--- src/rtl/lsu_ctrl.sv ---
// lsu_ctrl: load/store unit sequencer between the EX stage and a req/gnt + rvalid memory bus.
// Latency: store 2 cycles accept->done (gnt in first REQ cycle), load 3 (rvalid right after gnt), fault 1.
// Backpressure: lsu_stall holds the pipeline while a request waits on bus_gnt/bus_rvalid; BUS_TIMEOUT bounds the wait.
//
// Ports:
//   clk, rst                          clock, synchronous active-high reset
//   ex_valid, mem_rd_en, mem_wr_en    EX-stage access request and direction
//   mem_funct3, alu_res, rs2_data     access size/sign, byte address, store data
//   lsu_stall, lsu_done, lsu_rdata,   pipeline freeze, completion pulse, extended load data,
//   lsu_err                           fault flag (meaningful only with lsu_done)
//   bus_req/we/addr/wdata/wstrb       memory request channel (word aligned)
//   bus_gnt, bus_rvalid, bus_rdata    memory response channel
module lsu_ctrl #(
  parameter int BUS_TIMEOUT = 255
) (
  input  logic        clk,
  input  logic        rst,
  input  logic        ex_valid,
  input  logic        mem_rd_en,
  input  logic        mem_wr_en,
  input  logic [2:0]  mem_funct3,
  input  logic [31:0] alu_res,
  input  logic [31:0] rs2_data,
  output logic        lsu_stall,
  output logic        lsu_done,
  output logic [31:0] lsu_rdata,
  output logic        lsu_err,
  output logic        bus_req,
  output logic        bus_we,
  output logic [31:0] bus_addr,
  output logic [31:0] bus_wdata,
  output logic [3:0]  bus_wstrb,
  input  logic        bus_gnt,
  input  logic        bus_rvalid,
  input  logic [31:0] bus_rdata
);

  localparam int CNT_W = (BUS_TIMEOUT < 2) ? 1 : $clog2(BUS_TIMEOUT + 1);
  // Abort is taken on the edge where the counter reaches BUS_TIMEOUT, so the
  // decision is made while it still holds BUS_TIMEOUT-1.
  localparam logic [CNT_W-1:0] TO_LAST = CNT_W'(BUS_TIMEOUT - 1);

  typedef enum logic [1:0] {IDLE, REQ, WAIT_R, DONE} state_t;

  state_t            state_q, state_d;
  logic [31:0]       addr_q, addr_d;
  logic [31:0]       wdata_q, wdata_d;
  logic [31:0]       rdata_q, rdata_d;
  logic [2:0]        f3_q, f3_d;
  logic              we_q, we_d;
  logic              err_q, err_d;
  logic [CNT_W-1:0]  cnt_q, cnt_d;

  logic        accept;
  logic        bad_acc;
  logic        timeout;
  logic [7:0]  ld_byte;
  logic [15:0] ld_half;
  logic [31:0] ld_data;
  logic [31:0] st_data;
  logic [3:0]  st_strb;

  assign accept = ex_valid & (mem_rd_en | mem_wr_en);

  // Faults are decided from the live inputs so the access never reaches the bus.
  assign bad_acc = (mem_rd_en & mem_wr_en)
                 | (mem_funct3 == 3'b011)
                 | (mem_funct3[2:1] == 2'b11)
                 | (mem_funct3[2] & mem_wr_en)
                 | ((mem_funct3[1:0] == 2'b01) & alu_res[0])
                 | ((mem_funct3 == 3'b010) & (alu_res[1:0] != 2'b00));

  // >= rather than == so a load granted on its last budget cycle still aborts
  // one cycle later instead of waiting for the counter to wrap.
  assign timeout = (cnt_q >= TO_LAST);

  always_comb begin
    ld_byte = bus_rdata[7:0];
    case (addr_q[1:0])
      2'b01:   ld_byte = bus_rdata[15:8];
      2'b10:   ld_byte = bus_rdata[23:16];
      2'b11:   ld_byte = bus_rdata[31:24];
      default: ld_byte = bus_rdata[7:0];
    endcase
    ld_half = addr_q[1] ? bus_rdata[31:16] : bus_rdata[15:0];
    // funct3[2] marks the unsigned variants.
    case (f3_q[1:0])
      2'b00:   ld_data = {{24{ld_byte[7] & ~f3_q[2]}}, ld_byte};
      2'b01:   ld_data = {{16{ld_half[15] & ~f3_q[2]}}, ld_half};
      default: ld_data = bus_rdata;
    endcase
  end

  always_comb begin
    case (f3_q[1:0])
      2'b00: begin
        st_strb = 4'b0001 << addr_q[1:0];
        st_data = {4{wdata_q[7:0]}};
      end
      2'b01: begin
        st_strb = 4'b0011 << {addr_q[1], 1'b0};
        st_data = {2{wdata_q[15:0]}};
      end
      default: begin
        st_strb = 4'b1111;
        st_data = wdata_q;
      end
    endcase
  end

  always_comb begin
    state_d = state_q;
    addr_d  = addr_q;
    wdata_d = wdata_q;
    f3_d    = f3_q;
    we_d    = we_q;
    cnt_d   = cnt_q;
    err_d   = err_q;
    rdata_d = rdata_q;
    case (state_q)
      IDLE: begin
        if (accept) begin
          addr_d  = alu_res;
          wdata_d = rs2_data;
          f3_d    = mem_funct3;
          we_d    = mem_wr_en;
          cnt_d   = '0;
          if (bad_acc) begin
            state_d = DONE;
            err_d   = 1'b1;
            rdata_d = '0;
          end else begin
            state_d = REQ;
          end
        end
      end
      REQ: begin
        cnt_d = cnt_q + 1'b1;
        if (bus_gnt) begin
          if (we_q) begin
            state_d = DONE;
            err_d   = 1'b0;
            rdata_d = '0;
          end else begin
            state_d = WAIT_R;
          end
        end else if (timeout) begin
          state_d = DONE;
          err_d   = 1'b1;
          rdata_d = '0;
        end
      end
      WAIT_R: begin
        cnt_d = cnt_q + 1'b1;
        if (bus_rvalid) begin
          state_d = DONE;
          err_d   = 1'b0;
          rdata_d = ld_data;
        end else if (timeout) begin
          state_d = DONE;
          err_d   = 1'b1;
          rdata_d = '0;
        end
      end
      DONE:    state_d = IDLE;
      default: state_d = IDLE;
    endcase
  end

  always_ff @(posedge clk) begin
    if (rst) begin
      state_q <= IDLE;
      addr_q  <= '0;
      wdata_q <= '0;
      f3_q    <= '0;
      we_q    <= 1'b0;
      cnt_q   <= '0;
      err_q   <= 1'b0;
      rdata_q <= '0;
    end else begin
      state_q <= state_d;
      addr_q  <= addr_d;
      wdata_q <= wdata_d;
      f3_q    <= f3_d;
      we_q    <= we_d;
      cnt_q   <= cnt_d;
      err_q   <= err_d;
      rdata_q <= rdata_d;
    end
  end

  // Outputs are forced low while rst is high, even before the first reset edge.
  assign bus_req   = ~rst & (state_q == REQ);
  assign bus_we    = bus_req & we_q;
  assign bus_addr  = bus_req ? {addr_q[31:2], 2'b00} : 32'd0;
  assign bus_wdata = bus_we ? st_data : 32'd0;
  assign bus_wstrb = bus_we ? st_strb : 4'd0;
  assign lsu_stall = ~rst & (((state_q == IDLE) & accept) | (state_q == REQ) | (state_q == WAIT_R));
  assign lsu_done  = ~rst & (state_q == DONE);
  assign lsu_err   = lsu_done & err_q;
  assign lsu_rdata = rst ? 32'd0 : rdata_q;

endmodule

--- config.mk ---
export PLATFORM = sky130hd
export DESIGN_NAME = lsu_ctrl
export DESIGN_NICKNAME = d
export VERILOG_FILES = /design/src/rtl/lsu_ctrl.sv
export SDC_FILE = /design/constraint.sdc
export NUM_CORES = 1
export LEC_CHECK = 0
export ABC_AREA = 1
export CORE_AREA = 3 3 125 127
export DETAILED_ROUTE_END_ITERATION = 10
export DIE_AREA = 0 0 128 130
export PLACE_DENSITY = 0.75
export SLEW_MARGIN = 20
export SYNTH_ARGS = -nofsm -noshare
export SYNTH_HDL_FRONTEND = slang
export SYNTH_SLANG_ARGS = --single-unit
--- constraint.sdc ---
create_clock -name clk -period 1.5 [get_ports clk]
set_input_delay 0.3 -clock clk [delete_from_list [all_inputs] [get_ports clk]]
set_output_delay 0.3 -clock clk [all_outputs]
set_load 0.02 [all_outputs]
==> reports/results.env <==
CTS-HOLD-FIX-BUFFERS=0
POWER_DENSITY_nW_PER_UM2=1420
NETLIST_TOP_CELLS_AREA='dfxtp_1, nand2_1, a21oi_1'
POWER.STATIC_LEAKAGE_nW=5.25
FINAL.SETUP.TNS_NS=-80.82
MAX-CAP-VIOLATIONS=0
FINALHOLDVIOLCOUNT=0
TOTAL_CONGESTION_OVERFLOW=0
SHARE_OF_FLIP_FLOPS_WITH_AN_ASYNCHRONOUS_SET_OR_RESET_PCT=0
NUM_VIAS=8003
WL_PER_CELL_UM=19.2
SYNTH_SEQUENTIAL_AREA_RATIO_PCT=36.5
TIMING.SLEW.HEADROOM_PCT=27.4
GRT_UTIL_ALL_LAYERS_PCT=29.6
MAX-CLOCK-PATH-BUFFERS=2
ROWS=44
CORE_UM2=14500
INITIAL_CELL_DENSITY_OF_THE_CORE_PCT=41.8
SYNTHTOLAYOUTAREAGROWTH_PCT=88.7
WORST_SETUP_PATH_START_KIND='register'
SYNTH_ENABLE_FLOP_CELLS=0
NUMBER_OF_MAX_SLEW_VIOLATIONS_IN_THE_FINAL_REPORT=0
SYNTH_XOR_XNOR_AREA_SHARE_PCT=0
CRIT_PATH_CELL_TRACE='inv_4 > ha_4 > nand2_4 > nor2_4 > buf_6 > o21ai_4 > a221oi_4 > buf_6'
DRT-VIAS-PER-INSTANCE=5.40
WORSTPATHREQUIRED_NS=1.20
DRT_PASS1_ITERATIONS=6
PATH_DEPTH=8
GRT_ANTENNA_BEFORE_REPAIR=2
ANTENNA_LEFT=0
GRT_MAX_DEGREE=65
TIMING.REG2REG.SETUP_SLACK_NS=-0.53
CP_DELAY_BY_FAMILY_TOP='buffers and inverters'
HTREEDEPTH=3
POWER.IR.VDD_WORST_V=0.000944
WORST_SETUP_HOLD_PATH_CLK_SLEW_NS=0.10
LAYOUT-DRIVE-GT1-SHARE_PCT=34.6
END_KIND='primary output'
SINK_COUNT_OF_THE_CLOCK_TREE=111
POSTSYNTHREGISTERBITS=111
FRACTION_OF_THE_MAPPED_NETLIST_AREA_IN_COMPOUND_GATES_PCT=19.6
FINALSETUPVIOLCOUNT=214
CLKLATENCYLATEPIN_NS=0.38
NUMBER_OF_DIFFERENT_LIBRARY_CELLS_IN_THE_POST_SYNTHESIS_NETLIST=36
YOSYS.AREA.TOP_TYPE_SHARE_PCT=36.5
IOS=211
SETUP.WORST_PATH.CLASS='register to primary output'
MOST-COMMON-LAYOUT-CELLS='nand2_1, inv_1, dfxtp_1'
SETUP.WORST_PATH.START='state_q[1]'
FILLCELLCOUNT=957
SYNTH-WARNING-COUNT=0
CLOCK.FMAX_MHz=471
SYNTHMUXAREASHARE_PCT=0
DPL.HPWL_UM=14900
ROUTE.FINAL.WIRE_LENGTH_UM=28400
GRT_FIRST_PASS_WIRELENGTH_UM=38900
CELLS_ON_WORST_REG2REG_PATH=13
FINAL_CORE_UTILIZATION_PCT=79.0
POSTLAYOUTSETUPSLACKWORST_NS=-0.622
CRITICAL_PATH.MAX_STAGE_DELAY_NS=0.35
ORIGIN_OF_THE_CRITICAL_FLOP_TO_FLOP_PATH='state_q[0]'
CRITICAL_PATH.ENDPOINT='bus_wdata[30]'
FINAL_PERIOD_MINUS_WORST_SETUP_SLACK_NS=2.12
WORSTHOLDSTART='addr_q[19]'
CP_DATA_ARRIVAL_TIME_NS=1.82
R2R_END='rdata_q[1]'
TRITONCTS='built'
AVGSYNTHCELLAREA_UM2=6.19
HOLD_CRIT_CLASS='register to register'
DIE-AREA_UM2=16600
GRT_PASS1_VIAS=7357
FINALNETCOUNT=1405
WORSTMARGINPINSLEW_NS=1.09
COUNT_OF_INPUT_AND_OUTPUT_BUFFERS=208
FINAL.SETUP_SKEW_NS=0.0180
YS_DOMINANT_REG_CELL='dfxtp_1'
MOSTFREQUENTLAYOUTCELL='nand2_1'
POSTSYNTHCELLCOUNT=982
GP_ROUTABILITY_CONGESTION=0.879
CRITICAL-PATH-TOP-CELL-BY-COUNT='buf_6'
DRC_ERRORS=0
FAILED_CHECKS='negative setup slack'
YOSYS.AREA_SHARE.SIMPLE_PCT=29.5
SHARE_OF_THE_CYCLE_NEEDED_BY_THE_CRITICAL_PATH_AFTER_ROUTING_PCT=141
DIE_H_UM=130
SYNTHDOMINANTAREACELLTYPE='dfxtp_1'
TIMING.CRITICAL_PATH.FANOUT_MAX=5
NETLIST_AREA_UM2=6080
WORST_PATH_MAX_DELAY_CELL='dfxtp_2'
CHIPWIDTH_UM=128
CLOCK_TREE.ROOT_CELL='clkbuf_16'
STATUS='complete, but fails checks'
LARGEST_FAMILY_OF_LOGIC_CELLS_BY_SYNTHESIZED_AREA='simple AND/OR/NAND/NOR gates'
DRT_FIRST_ITER_VIOLATIONS=834
WORST-PATH-BUF-INV=3
SYNTHADDERAREAFRAC_PCT=1.44
CTS_BUFFERS=9
RSZ0062_AT_GRT='true'
==> Yosys cell counts (3+ instances only) <==
master,instances
a211oi_1,3
a21oi_1,116
buf_1,8
buf_2,18
buf_4,3
clkbuf_1,26
dfxtp_1,111
ha_1,7
inv_1,128
inv_2,7
nand2_1,281
nand2_2,11
nand3_1,27
nand3b_1,3
nand4_1,3
nor2_1,106
nor3_1,4
o21ai_0,84
o21ai_1,10
o221ai_1,5
==> what timing repair did <==
item	CTS	global route
resized for setup	438	210
endpoints found under the setup margin	210	214
buffers inserted	23	20
gates cloned	16	5
pin swaps	21	80
==> per-layer routing <==
layer	GRT usage, %	routed length (µm)	vias to the layer above
met5	0	13	-
met4	14.5	1690	2
met3	5.85	2240	127
met2	51.3	13900	451
met1	35.2	10600	3713
li1	-	-	3710
==> layout make-up <==
| cell class | count | area, µm² | share of cell area [%] |
|---|---|---|---|
| Multi-Input combinational cell | 678 | 4390 | 38.2 |
| Timing Repair Buffer | 355 | 3760 | 32.8 |
| Clock inverter | 6 | 81.3 | 0.709 |
| Antenna cell | 1 | 2.50 | 0.0218 |
| Clock buffer | 10 | 229 | 2.00 |
| Inverter | 137 | 559 | 4.87 |
| Sequential cell | 111 | 2230 | 19.4 |
| Tap cell | 184 | 230 | 2.01 |
==> power breakdown <==
group	total, W	leakage (nW)	internal (W)	switching (W)
logic	0.00974	4.18	0.00429	0.00545
clock network	0.00267	0.153	0.00135	0.00132
registers	0.00388	0.908	0.00350	0.000379
total	0.0163	5.25	0.00914	0.00715
==> worst reg2reg max path: stages (launching register included) <==
cell and delay, ns:
dfxtp_4 0.38, buf_6 0.12, buf_6 0.12, buf_6 0.11, ha_4 0.16, inv_6 0.08, o21ai_4 0.08, a21oi_4 0.17
nand3_4 0.12, nor2_4 0.19, buf_6 0.17, buf_12 0.15, nand2_4 0.05, nand2_2 0.06
==> logic make-up (layout without fill, tap and decap cells) <==
group | Yosys count | after routing
buf+inv | 194 | 508
fa+ha+maj | 7 | 7
flops | 111 | 111
simple gates | 443 | 443
compound gates | 226 | 226
other cells | 1 | 3
==> state kept, by name, summed over array words and instances, names as in the netlist <==
name	flops
wdata_q	32
state_q	2
addr_q	32
f3_q	3
we_q	1
rdata_q	32
err_q	1
cnt_q	8
==> worst min path at each step <==
stage | slack [ns] | cells past startpoint | end
CTS | 0.46 | 2 | addr_q[27]
detailed placement | 0.45 | 2 | addr_q[27]
global placement | 0.44 | 2 | addr_q[8]
floorplan | 0.43 | 2 | addr_q[10]
finish | 0.48 | 2 | addr_q[19]
global route | 0.49 | 3 | wdata_q[17]
==> per-stage QoR <==
stage	cell area (µm²)	power, W	hold slack [ns]	instances	setup slack (ns)
finish	11500	0.0163	0.477	1482	-0.622
global placement	9450	0.00974	0.441	1417	-0.619
CTS	10800	0.0145	0.458	1472	-0.586
detailed placement	9450	0.00982	0.447	1417	-0.630
floorplan	6600	0.00748	0.430	983	-0.0813
global route	11500	0.0169	0.493	1482	-0.687
(Power assumes the default switching activity.)
